$ cat src/rtl/timer_pkg.sv
// Shared timer definitions: register map and APB-interface FSM state encoding.
package timer_pkg;

  localparam logic [7:0] AddrTdr = 8'h00;
  localparam logic [7:0] AddrTcr = 8'h01;
  localparam logic [7:0] AddrTsr = 8'h02;
  localparam logic [7:0] AddrMax = AddrTsr;

  localparam logic [1:0] StIdle = 2'd0;
  localparam logic [1:0] StWait = 2'd1;
  localparam logic [1:0] StDone = 2'd2;

endpackage

$ cat src/rtl/timer_apb_if.sv
// APB slave front-end for the timer register bank: latches each transfer,
// inserts WAIT_CYCLES wait states and strobes the bank once per transfer.
module timer_apb_if
  import timer_pkg::*;
#(
  parameter int unsigned WAIT_CYCLES = 1,
  parameter logic [7:0]  ADDR_MAX    = AddrMax
) (
  input  logic       pclk,
  input  logic       preset_n,
  input  logic       psel,
  input  logic       penable,
  input  logic       pwrite,
  input  logic [7:0] paddr,
  input  logic [7:0] pwdata,
  output logic [7:0] prdata,
  output logic       pready,
  output logic       pslverr,
  output logic       reg_wr_en,
  output logic       reg_rd_en,
  output logic [7:0] reg_addr,
  output logic [7:0] reg_wdata,
  input  logic [7:0] reg_rdata
);

  localparam logic [2:0] WaitLoad = 3'(WAIT_CYCLES);
  localparam bit         NoWait   = (WAIT_CYCLES == 0);

  logic [1:0] state_q, state_d;
  logic [2:0] cnt_q, cnt_d;
  logic       write_q, write_d;
  logic [7:0] addr_q, addr_d;
  logic [7:0] wdata_q, wdata_d;
  logic [7:0] rbuf_q, rbuf_d;
  logic [7:0] prdata_q, prdata_d;
  logic       pready_q, pready_d;
  logic       pslverr_q, pslverr_d;
  logic       wr_en_q, wr_en_d;
  logic       setup, mapped_d, rd_fire;

  assign setup = (state_q == StIdle) && psel && !penable;

  // Without wait states there is no WAIT cycle to read in, so the bank is read
  // during SETUP with the incoming address forwarded straight to reg_addr.
  assign rd_fire = NoWait ? (setup && !pwrite && (paddr <= ADDR_MAX))
                          : ((state_q == StWait) && (cnt_q == WaitLoad) && psel && penable &&
                             !write_q && (addr_q <= ADDR_MAX));

  always_comb begin
    state_d   = state_q;
    cnt_d     = cnt_q;
    write_d   = write_q;
    addr_d    = addr_q;
    wdata_d   = wdata_q;
    rbuf_d    = rd_fire ? reg_rdata : rbuf_q;
    prdata_d  = 8'h00;
    pready_d  = 1'b0;
    pslverr_d = 1'b0;
    wr_en_d   = 1'b0;

    case (state_q)
      StIdle: begin
        if (setup) begin
          addr_d  = paddr;
          wdata_d = pwdata;
          write_d = pwrite;
          cnt_d   = WaitLoad;
          state_d = NoWait ? StDone : StWait;
        end
      end
      StWait: begin
        if (!psel) begin
          state_d = StIdle;
          cnt_d   = 3'd0;
        end else if (penable) begin
          cnt_d = cnt_q - 3'd1;
          if (cnt_q <= 3'd1) state_d = StDone;
        end
      end
      StDone: begin
        state_d = StIdle;
        cnt_d   = 3'd0;
      end
      default: state_d = StIdle;
    endcase

    // Completion outputs are registered so they line up with the DONE cycle.
    mapped_d = (addr_d <= ADDR_MAX);
    if ((state_d == StDone) && (state_q != StDone)) begin
      pready_d  = 1'b1;
      pslverr_d = !mapped_d;
      wr_en_d   = write_d && mapped_d;
      if (!write_d && mapped_d) prdata_d = rbuf_d;
    end
  end

  always_ff @(posedge pclk or negedge preset_n) begin
    if (!preset_n) begin
      state_q   <= StIdle;
      cnt_q     <= 3'd0;
      write_q   <= 1'b0;
      addr_q    <= AddrTdr;
      wdata_q   <= 8'h00;
      rbuf_q    <= 8'h00;
      prdata_q  <= 8'h00;
      pready_q  <= 1'b0;
      pslverr_q <= 1'b0;
      wr_en_q   <= 1'b0;
    end else begin
      state_q   <= state_d;
      cnt_q     <= cnt_d;
      write_q   <= write_d;
      addr_q    <= addr_d;
      wdata_q   <= wdata_d;
      rbuf_q    <= rbuf_d;
      prdata_q  <= prdata_d;
      pready_q  <= pready_d;
      pslverr_q <= pslverr_d;
      wr_en_q   <= wr_en_d;
    end
  end

  assign prdata    = prdata_q;
  assign pready    = pready_q;
  assign pslverr   = pslverr_q;
  assign reg_wr_en = wr_en_q;
  assign reg_rd_en = rd_fire;
  assign reg_addr  = (NoWait && setup) ? paddr : addr_q;
  assign reg_wdata = wdata_q;

endmodule
$ cat config.mk
export PLATFORM = sky130hd
export DESIGN_NAME = timer_apb_if
export DESIGN_NICKNAME = d
export VERILOG_FILES = /design/src/rtl/timer_pkg.sv /design/src/rtl/timer_apb_if.sv
export SDC_FILE = /design/constraint.sdc
export NUM_CORES = 1
export LEC_CHECK = 0
export CELL_PAD_IN_SITES_DETAIL_PLACEMENT = 0
export CELL_PAD_IN_SITES_GLOBAL_PLACEMENT = 1
export CORE_MARGIN = 5
export CORE_UTILIZATION = 37
export CTS_BUF_LIST = sky130_fd_sc_hd__clkbuf_2 sky130_fd_sc_hd__clkbuf_4 sky130_fd_sc_hd__clkbuf_8
export DETAILED_ROUTE_END_ITERATION = 6
export GPL_TIMING_DRIVEN = 0
export HOLD_SLACK_MARGIN = 0.03
export PLACE_DENSITY_LB_ADDON = 0.1
export SETUP_SLACK_MARGIN = 0.4
export SLEW_MARGIN = 40
export SYNTH_ARGS = -nofsm -noshare
export SYNTH_HDL_FRONTEND = slang
export SYNTH_SLANG_ARGS = --single-unit
$ cat constraint.sdc
create_clock -name pclk -period 3.1 [get_ports pclk]
set_input_delay 0.62 -clock pclk [delete_from_list [all_inputs] [get_ports pclk]]
set_output_delay 0.62 -clock pclk [all_outputs]
set_load 0.05 [all_outputs]
==> results.md, run 1 <==
- Synth warn: 0
- Largest net degree at the start of global routing: 42
- Tightest Pin Transition: 0.583 ns
- Final Setup Violations: 0
- Area Growth Syn to Fin: 40.4%
- Synthesized area per cell: 10.8 µm²
- Kind of critical path: in2out
- Number of flops mapped to enable cells by yosys: 0
- Area after DPL: 2400 µm²
- First-pass GRT wire length: 7110 µm
- Register area: 1030 µm²
- Max Slew Vio Count: 0
- Skew-Pair Late Insertion Delay: 0.29 ns
- CTS Root Cell: clkbuf_8
- Commonest cells in the netlist: nand2_1 (54), dfrtp_1 (41), and2b_2 (8), mux2_2 (8), inv_1 (7)
- Die W: 79.2 µm
- Residual DRC: 0
- Vias in the first global route: 1484
- Starting density of the core: 37.8%
- Final core occ: 53.1%
- Clock skew: 0.00587 ns
- Crit end category: output pin
- Rows: 25
- Synth top area share: 57.9%
- Peak supply drop: 587 µV
- Die Y: 79.2 µm
- Detailed Place HPWL: 3060 µm
- Hold slack final: 0.303 ns
- Crit path time final: 2.58 ns
- 1st-pass router iterations: 4
- # diodes: 0
- Synth async-reset ratio: 100%
- Syn Nets: 199
- Net count of the finished layout: 263
- I/O Buffers: 56
- Library cells used by synthesis: 33
- DR vias: 1363
- Final ANT Viol Nets: 0
- Count leader, synth: nand2_1
- Routability cong.: 0.828
- H-Tree Depth: 2
- Fin. Hold Viols: 0
- Global route overflow: 0
- Hold_buf cts: 0
- WP data required: 2.48 ns
- Fillers: 421
- Max Clk Rate: 0.387 GHz
- RSZ-0062 raised after global routing: no
- I/O pin total: 57
- PD cells: 902 nW/µm²
- Ys flop type: dfrtp_1
- Share of cells above drive strength 1: 13.1%
- Max cap viols: 0
- Hold crit path type: in2async
- GR Util All Layers: 14.5%
- Yosys top cell by area: dfrtp_1
- Vias per cell: 4.82
- Synth Instances: 164
- Status: complete, no violations
- Routed len/inst: 14.6 µm
- Clk pin slew, worst setup/hold paths: 0.08 ns
- Initial antenna violation count: 0
- CTS max path bufs: 2
- Final Cell Area: 2490 µm²
- FF+latch count, synth: 41
- Startpoint types: primary input
- Multi-input logic area: 706 µm²
- CTS Buf Count: 5
- TritonCTS clock tree: built
- Largest cells by area after synthesis: dfrtp_1 (58%), nand2_1 (11%), mux2_2 (5.1%)
- Final Cycle Share: 83.3%
- CTS sink cnt: 41
- Mapped cell area: 1770 µm²
- P_leak: 1.21 nW
- Core box area: 4690 µm²
- Critical path fanouts, max: 6
- Post-synthesis sequential area ratio: 57.9%
- Die area: 6280 µm²
- DRT iter0 DRCs: 50
- Relative slew slack: 61.1%
- Routed wire length: 4140 µm
- CP Data Arrival Time: 1.96 ns
[worst max-delay path, cell delays in order]
cell,delay (ns)
clkdlybuf4s50_1,0.56
nand2b_1,0.14
nor4_4,0.38
buf_4,0.26
[flip-flops by register name, summed over array words and instances (netlist names)]
name / cells
reg_wdata: 8
cnt_q: 3
reg_wr_en: 1
prdata: 8
rbuf_q: 8
state_q: 2
write_q: 1
pslverr: 1
reg_addr: 8
pready: 1
[through the flow]
stage / worst slack, ns / cells / TNS [ns] / power, mW
2_1_floorplan: 0.415 / 164 / 0 / 1.53
3_3_place_gp: -0.423 / 274 / -0.423 / 1.89
3_5_place_dp: -0.479 / 274 / -0.479 / 1.92
4_1_cts: 0.435 / 283 / 0 / 2.28
5_1_grt: 0.423 / 283 / 0 / 2.39
6_report: 0.516 / 283 / 0 / 2.25
[final timing paths]
check                                              start                       end  slack, ns  cells after the start
worst max register to register      state_q[0]$_DFF_PN0_       prdata[6]$_DFF_PN0_       0.70                      7
worst min-delay path                            preset_n       prdata[3]$_DFF_PN0_       0.30                      1
min in group pclk               reg_wdata[1]$_DFFE_PN0P_  reg_wdata[1]$_DFFE_PN0P_       0.48                      2
worst max-delay path                             penable                 reg_rd_en       0.52                      4
worst min register to register  reg_wdata[1]$_DFFE_PN0P_  reg_wdata[1]$_DFFE_PN0P_       0.48                      2
max in group asynchronous                       preset_n     reg_addr[2]$_DFF_PN0_       2.44                      1
[per-layer routing]
layer	wire (µm)	part of all wire (%)	GRT usage [%]	vias up
li1	-	-	-	675
met1	1810	44	18.1	639
met2	2020	49	24.1	45
met3	275	6.6	4.99	4
met4	36	0.87	3.61	0
met5	0	0	0	-
[layout make-up]
cell class	instances	share of cell area [%]
flip-flops and latches	41	41.2
multi-input cells	112	28.3
repair buffers	57	22.6
clock buffers	6	3.07
well taps	54	2.71
inverters	7	1.06
plain buffers	4	0.603
clock inverters	2	0.402
[kinds of logic after synthesis]
family	count (synthesis)	share of synthesized area, %
AOI/OAI and AO/OA	14	5.79
adders and majority gates	6	4.23
buffers and inverters	11	2.33
DFF	41	57.9
muxes	8	5.08
and+or+nand+nor	84	24.7
[power breakdown]
group	internal [mW]	switching (mW)
Clock	0.165	0.174
Sequential	0.712	0.107
Combinational	0.382	0.704
[timing repair]
| item | 4_1_cts | 5_1_grt |
|---|---|---|
| resized for setup | 5 | 2 |
| buffers inserted | 1 | 0 |
| cloned | 0 | 0 |
| pin swaps | 1 | 0 |
| setup endpoints to repair | 1 | 1 |
[placed cells by master, fill, tap and decap left out, drive strengths merged, types with 2 or more instances in the layout]
cell type / synthesis / routed
a211o: 2 / 2
or4: 3 / 3
dfrtp: 41 / 41
mux2: 8 / 8
nand3: 2 / 2
ha: 6 / 6
o31ai: 3 / 3
clkinv: 0 / 2
nand3b: 2 / 2
inv: 7 / 7
nor3: 2 / 2
buf: 1 / 4
nor4: 3 / 3
o21ai: 2 / 2
clkdlybuf4s50: 0 / 54
nand2: 54 / 54
nor3b: 2 / 2
clkbuf: 3 / 9
and2b: 8 / 8
a21oi: 2 / 2
Power figures use the tool's default switching activity.
==> run 2: changes to the inputs <==
Settings changed: CORE_UTILIZATION 37 to 36.
Clock period 3.1 ns to 2.6 ns, I/O delays scaled along.
==> run 2 against run 1 <==
  * Sequential share of layout area is 2.7 points lower
  * Sequential power is 21% higher
  * Cell area is 7.6% higher
  * Combinational power is 32% higher
  * Flip-flop and latch count stayed put
  * First-iteration DRC count is 8.0% lower
  * Utilization is 3.3 points higher
==> results.md, run 2 (synthesis gave the netlist of run 1 again) <==
- Global route overflow: 0 (unchanged)
- I/O pin total: 57 (unchanged)
- Tightest Pin Transition: 0.538 ns (-0.0442 ns)
- Worst stage delay on the critical path: 0.42 ns (-0.14 ns)
- Core box area: 4750 µm² (+1.3%)
- I/O Buffers: 56 (unchanged)
- Routability cong.: 0.759 (-8.3%)
- Largest net degree at the start of global routing: 42 (unchanged)
- WP data required: 2.08 ns (-0.40 ns)
- Final Setup Violations: 0 (unchanged)
- Power Total: 2.83 mW (+26%)
- Relative slew slack: 64.0% (+2.9 points)
- Worst path slowest cell: dfrtp_1
- Max cap viols: 0 (unchanged)
- Area Growth Syn to Fin: 51.2%
- Area after DPL: 2420 µm² (+0.83%)
- Kind of critical path: reg2out
- Die Y: 80.2 µm (+1.2%)
- Vias per cell: 4.64 (-3.6%)
- Net count of the finished layout: 272 (+3.4%)
- Final ANT Viol Nets: 0 (unchanged)
- Clk pin slew, worst setup/hold paths: 0.08 ns (about the same)
- DR vias: 1416 (+3.9%)
- Critical path fanouts, max: 5 (-1)
- CTS Root Cell: clkbuf_8
- CTS Buf Count: 5 (unchanged)
- Final Cell Area: 2680 µm² (+7.6%)
- RSZ-0062 raised after global routing: yes
- CP Data Arrival Time: 1.71 ns (-0.25 ns)
- Skew-Pair Late Insertion Delay: 0.29 ns (about the same)
- Peak supply drop: 635 µV (+8.1%)
- Final cell count without fillers: 305 (+7.8%)
- # diodes: 0 (unchanged)
- First-pass GRT wire length: 7310 µm (+2.9%)
- H-Tree Depth: 2 (unchanged)
- Hold crit path type: in2async
- GR Util All Layers: 14.7% (+0.15 points)
- Die area: 6430 µm² (+2.4%)
- Inst Count DP: 287 (+4.7%)
- CP Cell Sequence: inv_2, ha_4, nand4b_1, nor4_4, buf_6
- Startpoint types: register
- CTS sink cnt: 41 (unchanged)
- Hold slack final: 0.198 ns (-0.105 ns)
- DRT iter0 DRCs: 46 (-8.0%)
- P_leak: 1.28 nW (+5.8%)
- Max Slew Vio Count: 0 (unchanged)
- Status: complete, no violations
- Initial antenna violation count: 0 (unchanged)
- Starting density of the core: 37.3% (-0.50 points)
- Detailed Place HPWL: 3020 µm (-1.3%)
- Commonest non-fill, non-tap cell in the layout: nand2_1
- Final Cycle Share: 85.6%
- Crit path time final: 2.23 ns
- Fin. Hold Viols: 0 (unchanged)
- Rows: 25 (unchanged)
- Die W: 80.2 µm (+1.2%)
- Clock skew: 0.00523 ns (-0.000642 ns)
- Residual DRC: 0 (unchanged)
- TNS Setup: 0 ns (unchanged)
- Crit end category: output pin
- Max Clk Rate: 0.449 GHz
- Vias in the first global route: 1538 (+3.6%)
- Routed wire length: 4340 µm (+4.6%)
- Share of cells above drive strength 1: 21.0% (+7.9 points)
- CTS max path bufs: 2 (unchanged)
- Most frequent cells in the layout: nand2_1 (54), clkdlybuf4s50_1 (52), dfrtp_1 (37)
- PD cells: 1060 nW/µm² (+17%)
- TritonCTS clock tree: built
- Routed len/inst: 14.2 µm (-2.9%)
- 1st-pass router iterations: 4 (unchanged)
run 2: cell types whose count changed in the layout (fill, tap and decap cells not counted), sizes merged:
cell and change:
buf +9, clkdlybuf4s50 -2, clkbuf -1, clkinvlp +1
dlygate4sd2 +1, dlymetal6s2s +1
run 2: final timing paths:
| check | slack [ns] | cells past startpoint | endpoint | startpoint |
|---|---|---|---|---|
| max in group asynchronous | 2.01 | 1 | reg_addr[2]$_DFF_PN0_ | preset_n |
| min reg2reg | 0.47 | 2 | reg_wdata[3]$_DFFE_PN0P_ | reg_wdata[3]$_DFFE_PN0P_ |
| max | 0.37 | 5 | reg_rd_en | state_q[1]$_DFF_PN0_ |
| min in group pclk | 0.47 | 2 | reg_wdata[3]$_DFFE_PN0P_ | reg_wdata[3]$_DFFE_PN0P_ |
| max reg2reg | 0.47 | 8 | prdata[3]$_DFF_PN0_ | state_q[1]$_DFF_PN0_ |
| min | 0.20 | 1 | reg_wdata[4]$_DFFE_PN0P_ | preset_n |
run 2: worst max-delay path, delay by kind of cell (launching register included):
kind                     cells  cell delay, ns
AND/OR/NAND/NOR              2            0.52
flip-flops                   1            0.42
buffers and inverters        2            0.32
adder cells (fa/ha/maj)      1            0.16
run 2: area by class of cell:
cell class              instances  area, µm²
plain buffers                   4       17.5
clock buffers                   5       68.8
clock inverters                 3       17.5
fillers                       427       2070
inverters                       7       26.3
multi-input cells             112        787
flip-flops and latches         41       1030
well taps                      67       83.8
repair buffers                 66        648
run 2: power by group:
group          leakage (nW)  total (mW)  internal (mW)  switching, mW
logic                 0.698        1.44          0.550          0.887
clock network        0.0439       0.400          0.185          0.215
registers             0.533       0.992          0.855          0.137
run 2: what timing repair did:
action	CTS	global route
setup buffers	5	5
setup endpoints to repair	9	11
hold buffers	0	0
gates resized for setup	21	11
pin swaps	2	4
run 2: layer usage:
metal | vias to the layer above | GRT usage (%) | routed length (µm)
li1 | 691 | - | -
met5 | - | 0 | 0
met1 | 670 | 17.8 | 1860
met3 | 11 | 4.93 | 307
met4 | 0 | 4.73 | 103
met2 | 44 | 24.3 | 2070
run 2: per-stage QoR:
stage	worst slack, ns	utilization, %
after global placement	-0.735	50.9
after detailed placement	-0.778	50.9
after CTS	0.285	54.6
final	0.374	56.4
after floorplan	0.00181	-
after global routing	0.300	56.4
